--- src/rtl/lab5_mem_arbiter.sv ---
// lab5_mem_arbiter: two-requester round-robin arbiter and access sequencer
// placed in front of the single-ported Lab5Memory (256x32).
//
// Requesters A and B each present req/we/addr/wdata. One access at a time is
// issued to the memory port, and completion is signalled with a one-cycle ack.
// On a read, the data is returned in the requester's rdata register at the same
// time as the ack.
//
// Optional build macro: LAB5_ARB_STATS_EN
//   When defined, the module has two extra outputs, a_grants and b_grants.
//   These are 16-bit saturating counters of grants per requester.
//
// state  | meaning
// -------+------------------------------------------------------------------
// IDLE   | no access in flight; arbitrate on any req, latch the winner
// ISSUE  | memory port driven with latched addr/data, mem_write = latched we
// WAIT   | READ_LAT cycles for mem_dout; last WAIT edge captures read data
// ACK    | winner's ack high for exactly this cycle, then back to IDLE

module lab5_mem_arbiter #(
  parameter int AW       = 8,
  parameter int DW       = 32,
  parameter int READ_LAT = 1
) (
  input  logic          clk,
  input  logic          rst,
  input  logic          a_req,
  input  logic          a_we,
  input  logic [AW-1:0] a_addr,
  input  logic [DW-1:0] a_wdata,
  output logic          a_ack,
  output logic [DW-1:0] a_rdata,
  input  logic          b_req,
  input  logic          b_we,
  input  logic [AW-1:0] b_addr,
  input  logic [DW-1:0] b_wdata,
  output logic          b_ack,
  output logic [DW-1:0] b_rdata,
  output logic [AW-1:0] mem_addr,
  output logic          mem_write,
  output logic [DW-1:0] mem_in,
  input  logic [DW-1:0] mem_dout
`ifdef LAB5_ARB_STATS_EN
  ,
  output logic [15:0]   a_grants,
  output logic [15:0]   b_grants
`endif
);

  // The wait counter counts down from READ_LAT-1 to zero. It needs at least one bit.
  localparam int CW = (READ_LAT > 1) ? $clog2(READ_LAT) : 1;

  typedef enum logic [1:0] {
    IDLE  = 2'd0,
    ISSUE = 2'd1,
    WAIT  = 2'd2,
    ACK   = 2'd3
  } state_t;

  state_t        state;
  logic [CW-1:0] wait_cnt;
  logic          last_grant;  // 0 = A, 1 = B
  logic          grant_b;     // winner of the access currently in flight
  logic          cur_we;      // latched we of the access currently in flight
  logic          pick_b;
  logic          any_req;

  // Round-robin pick: a lone request wins. On a tie, the requester not served last wins.
  always_comb begin
    any_req = a_req | b_req;
    pick_b  = b_req & (~a_req | ~last_grant);
  end

  // Access sequencer. All memory-port and requester outputs are registered here.
  always_ff @(posedge clk or posedge rst) begin
    if (rst) begin
      state      <= IDLE;
      wait_cnt   <= '0;
      last_grant <= 1'b1;
      grant_b    <= 1'b0;
      cur_we     <= 1'b0;
      a_ack      <= 1'b0;
      b_ack      <= 1'b0;
      a_rdata    <= '0;
      b_rdata    <= '0;
      mem_addr   <= '0;
      mem_write  <= 1'b0;
      mem_in     <= '0;
    end else begin
      case (state)
        IDLE: begin
          if (any_req) begin
            grant_b    <= pick_b;
            last_grant <= pick_b;
            cur_we     <= pick_b ? b_we : a_we;
            mem_write  <= pick_b ? b_we : a_we;
            mem_addr   <= pick_b ? b_addr : a_addr;
            mem_in     <= pick_b ? b_wdata : a_wdata;
            state      <= ISSUE;
          end
        end
        ISSUE: begin
          // mem_addr/mem_in are left alone so the port stays quiet until the next grant.
          mem_write <= 1'b0;
          wait_cnt  <= CW'(READ_LAT - 1);
          state     <= WAIT;
        end
        WAIT: begin
          if (wait_cnt == '0) begin
            if (!cur_we) begin
              if (grant_b) b_rdata <= mem_dout;
              else         a_rdata <= mem_dout;
            end
            if (grant_b) b_ack <= 1'b1;
            else         a_ack <= 1'b1;
            state <= ACK;
          end else begin
            wait_cnt <= wait_cnt - CW'(1);
          end
        end
        ACK: begin
          a_ack <= 1'b0;
          b_ack <= 1'b0;
          state <= IDLE;
        end
        default: begin
          state <= IDLE;
        end
      endcase
    end
  end

`ifdef LAB5_ARB_STATS_EN
  // Per-requester grant counters. They are bumped on the IDLE->ISSUE edge and saturate at all-ones.
  always_ff @(posedge clk or posedge rst) begin
    if (rst) begin
      a_grants <= '0;
      b_grants <= '0;
    end else if (state == IDLE && any_req) begin
      if (pick_b) begin
        if (b_grants != 16'hFFFF) b_grants <= b_grants + 16'd1;
      end else begin
        if (a_grants != 16'hFFFF) a_grants <= a_grants + 16'd1;
      end
    end
  end
`endif

endmodule
--- config.mk ---
export PLATFORM = sky130hd
export DESIGN_NAME = lab5_mem_arbiter
export DESIGN_NICKNAME = d
export VERILOG_FILES = /design/src/rtl/lab5_mem_arbiter.sv
export SDC_FILE = /design/constraint.sdc
export NUM_CORES = 1
export LEC_CHECK = 0
export BUFFER_PORTS_ARGS = -buffer_cell sky130_fd_sc_hd__buf_2
export CAP_MARGIN = 40
export CELL_PAD_IN_SITES_DETAIL_PLACEMENT = 1
export CELL_PAD_IN_SITES_GLOBAL_PLACEMENT = 1
export CORE_MARGIN = 2
export CORE_UTILIZATION = 35
export CTS_BUF_LIST = sky130_fd_sc_hd__clkbuf_16
export CTS_CLUSTER_SIZE = 28
export DETAILED_ROUTE_END_ITERATION = 7
export GPL_TIMING_DRIVEN = 0
export PLACE_DENSITY = 0.92
export SYNTH_ARGS = -nofsm -noshare
export SYNTH_HDL_FRONTEND = slang
export SYNTH_SLANG_ARGS = --single-unit
--- constraint.sdc ---
create_clock -name clk -period 4.2 [get_ports clk]
set_input_delay 0.63 -clock clk [delete_from_list [all_inputs] [get_ports clk]]
set_output_delay 0.63 -clock clk [all_outputs]
set_load 0.005 [all_outputs]
Word level (Yosys, flattened, before mapping)
Index checks and enable logic that the tools add are counted.
- register bits: 113
- logic and storage cells: 55
- eq/ne operators: 7
- bitwise logic cells: 8
- multiplexer cells: 16
- reduce and logical (&&, ||, !) cells: 11
- add/subtract/negate cells: 1
- operators by type and width (cell ; number):
    32-bit 2-to-1 mux ; 1
    8-bit 2-to-1 mux ; 1
    2-bit != test, second input constant ; 4
    1-bit one-hot mux with 2 select lines ; 4
    2-bit one-hot mux with 4 select lines ; 1
    4-bit AND reduction ; 2
    1-bit 2-to-1 mux ; 7
    2-bit AND reduction ; 3
    3-bit AND reduction ; 2
    2-bit nonzero test ; 3
    1-bit NOT ; 5
    2-bit == test, second input constant ; 2
    2-bit 2-to-1 mux ; 2
    2-bit by 1-bit == test with 1-bit output, second input constant ; 1
    2-bit logical NOT ; 1
    1-bit OR ; 2
    1-bit bitwise AND ; 1
    1-bit subtractor, second input constant ; 1

Logic depth before layout (Yosys ltp)
- depth after elaboration: 6
- mapped depth: 7
- mapped depth without buffers: 5

Worst setup path before layout
OpenSTA, ideal clock, no wires.
- path type: reg-to-reg
- start point: register state[0]
- end point: register a_rdata[0]
- required time: 4075 ps
- arrival: 1567 ps
- library setup time: 125 ps
- setup slack: 2508 ps
- cell stages (with the launch flop): 8
- buffers on the path: 2
- cells stage by stage: dfrtp_1 -> inv_1 -> ha_1 -> nor2b_4 -> nor2b_4 -> buf_6 -> buf_12 -> mux2_4
- word-level cells in the longest chain between the ends: 2
- ends and longest elaborated chain (item ; line ; RTL):
    start, declared ; 60 ; state_t state;
    start signal, assigned ; 77 ; state <= IDLE;
    start signal, assigned ; 99 ; state <= ISSUE;
    start signal, assigned ; 106 ; state <= WAIT;
    2-bit == test ; 90 ; case (state)
    4-bit AND reduction (no line) ; -- ;
    end signal, assigned ; 112 ; else a_rdata <= mem_dout;
    end, declared ; 32 ; output logic [DW-1:0] a_rdata,
Every way passes these cells.
A chain may end at the register's enable or synchronous reset.

Final worst setup path
- start point: register state[0]
- end point: register state[1]
- word-level cells in the longest chain between the ends: 3
- ends and longest elaborated chain (item ; line):
    2-bit == test or 2-bit logical NOT (tied branches) ; 90
    2-bit != test (no line) ; --
    2-bit AND reduction (no line) ; --
Parallel ways exist; a longest one is shown, timed or not.

==> impl_metrics.ini <==
[sta]
clock_skew_ns = 0.00687
finalCritPeriodShare_pct = 47.0
hold_violations = 0
rsz0062_at_grt = false
fmax_mhz = 507
fin_crit_ns = 1.97
worstMarginPinSlew_ns = 0.663
fin_hold_ws_ns = 0.324
setup_viol = 0
relSlewSlack_pct = 55.7
worst_slack_ns = 2.23
maxSlewViolCount = 0

[clocking]
clk_path_buf_depth = 2
cts_resized = 0
cts-root-buf = clkbuf_16
cts_buffers = 9
cts_tree = yes
cts_hold_buffers = 0
clk_latency_ns = 0.35
htree_num_levels = 3
clock_sinks = 112
clk_pin_slew_worst_paths_ns = 0.08
postCtsSetupRepairBufs = 0

[worst_setup_path]
start_kind = register
end_kind = register
crit_type = reg2reg
cp_slowest_cell = nor3b_1
arrival_ns = 2.21
cpPeakStageDelay_ns = 0.60
rrSetupSlack_ns = 2.23
crit_chain = inv_1 -> ha_1 -> nor3b_1 -> mux2_2
critPathMaxFanout = 6
worstPathRequired_ns = 4.44

[floorplan]
die-area_mm2 = 0.0145
rows = 42
die_x_um = 121
boundaryPins = 225
initial_utilization_pct = 35.9
core_mm2 = 0.0132
die_height_um = 121

[cells_and_area]
antennaDiodeCount = 0
drive_above_1_share_pct = 51.6
area_growth_pct = 35.1
fill_cells = 1512
nets = 755
fin_util_pct = 48.5

[drt]
ant_nets = 0
wl_per_cell_um = 17.5
drt_iter0_drc = 134
vias_per_cell = 4.87
vias = 3963
drc = 0
wirelength_um = 14300
firstDrtPassIters = 4

[global_route]
grt_max_degree = 73
antenna_found_initial = 0
grt_remaining_overflow = 0
grt_pass1_wl_um = 22600
grt_pass1_vias = 4375
grtUsageTotal_pct = 19.8

[pwr]
ir_worst_vdd_mv = 0.216
leakage_nw = 3.21
seqPwrFrac_pct = 40.7
pwr-share-comb_pct = 41.6
clkPwrFrac_pct = 17.7
p_int_mw = 3.13
p_per_area_mw_per_mm2 = 752
p_switching_mw = 1.71
power_mw = 4.84
p_sw_share_pct = 35.3

[synth]
post_synth_num_cell_types = 26
yosys_warnings = 0
synth_seq_cells = 112
ys_seq_area_share_pct = 58.9
syn_inst = 396
syn_area_per_cell_um2 = 12.0
synthesis.area_mm2 = 0.00476
syn-num-nets = 519

[place]
hpwl_um = 11000
gp_congestion = 0.765
place_ws_ns = 2.19
port_buffers = 224

[worst_hold_path]
hp-class = in2async

[outcome]
status = finished, final reports clean

[run]
max-cap-violations = 0
## sequential cells by signal (all words and copies together) (netlist names)
signal and count:
a_rdata 32, b_rdata 32, mem_in 32, mem_addr 8, state 2, a_ack 1
b_ack 1, cur_we 1, grant_b 1, last_grant 1, mem_write 1
## placed cells by master, fill, tap and decap left out, types with 2 or more instances in the layout
cell type / instances
a21oi_1: 83
nor2_1: 42
ha_1: 5
clkinv_4: 2
o21ai_0: 3
mux2_4: 30
mux2_2: 35
a31oi_1: 2
nor2b_4: 2
inv_1: 3
clkbuf_1: 6
dfrtp_1: 111
clkbuf_16: 9
buf_12: 3
nand2_1: 44
buf_2: 238
inv_8: 2
## through the flow
| stage | cell area, um2 | TNS (ns) | instances |
|---|---|---|---|
| finish | 6430 | 0 | 813 |
| CTS | 6430 | 0 | 813 |
| floorplan | 4760 | 0 | 396 |
| global placement | 6100 | -61.12 | 796 |
| detailed placement | 6130 | 0 | 797 |
| global route | 6430 | 0 | 813 |
## critical path, delay by kind of cell (launching register included)
kind          cells  cell delay, ns
mux               1            0.41
buf+inv           1            0.14
fa+ha+maj         1            0.31
flops             1            0.41
simple gates      1            0.60
## layer usage
metal	vias up	routed length (um)	part of all wire, %	track usage (%)
li1	1822	-	-	-
met2	161	7370	52	35.8
met5	-	0	0	0
met3	15	959	6.7	4.39
met1	1965	5720	40	23.3
met4	0	204	1.4	6.32
## path summary, 6_finish.rpt
kind	from	end	cells after the start
hold / removal	rst	mem_addr[2]	2
max in group asynchronous	rst	b_rdata[5]	3
setup reg to reg	state[0]	state[1]	4
hold reg to reg	b_rdata[30]	b_rdata[30]	1
setup / recovery	state[0]	state[1]	4
min in group clk	a_wdata[9]	mem_in[9]	3
## cell type report
cell class / instances / area, um2 / area share (%)
clock buffers: 9 / 225 / 3.50
inverters: 4 / 17.5 / 0.272
flip-flops and latches: 112 / 2800 / 43.6
well taps: 176 / 220 / 3.43
plain buffers: 24 / 164 / 2.55
clock inverters: 7 / 72.6 / 1.13
repair buffers: 225 / 1150 / 17.9
multi-input cells: 256 / 1780 / 27.6
## logic make-up (layout without fill, tap and decap cells)
logic type | after synthesis | in the layout | share of synthesized area, %
flip-flops | 112 | 112 | 58.9
AO/OA/AOI/OAI | 94 | 94 | 10.4
AND/OR/NAND/NOR | 92 | 92 | 7.89
multiplexers | 65 | 65 | 17.7
buffers and inverters | 28 | 269 | 3.76
adder cells (fa/ha/maj) | 5 | 5 | 1.31
## cells in the mapped netlist (all sizes together)
cell type    n  area [um2]
dfstp        1        26.3
nand3b       1        7.51
a32oi        1        8.76
nor3         1        5.00
nor3b        1        7.51
o21a         1        7.51
nand2       44         165
a31oi        2        12.5
buf         18         141
ha           5        62.6
mux2        65         845
nor2        42         158
clkbuf       6        22.5
a21oi       83         415
nand3        1        5.00
a21bo        1        10.0
o21ai        4        20.0
dfrtp      111        2780
a21boi       1        11.3
a22o         1        8.76
nor2b        2        27.5
inv          4        15.0
## power by group through the flow
stage                     logic [mW]  registers [mW]  clock network [mW]
after detailed placement        2.04            1.99                   0
after global routing            2.22            2.04               0.924
after CTS                       2.05            1.97               0.882
after global placement          1.91            1.92                   0
final                           2.01            1.97               0.857
after floorplan                 1.08            1.98                   0
Note: power is estimated with default switching activity, not from simulation.
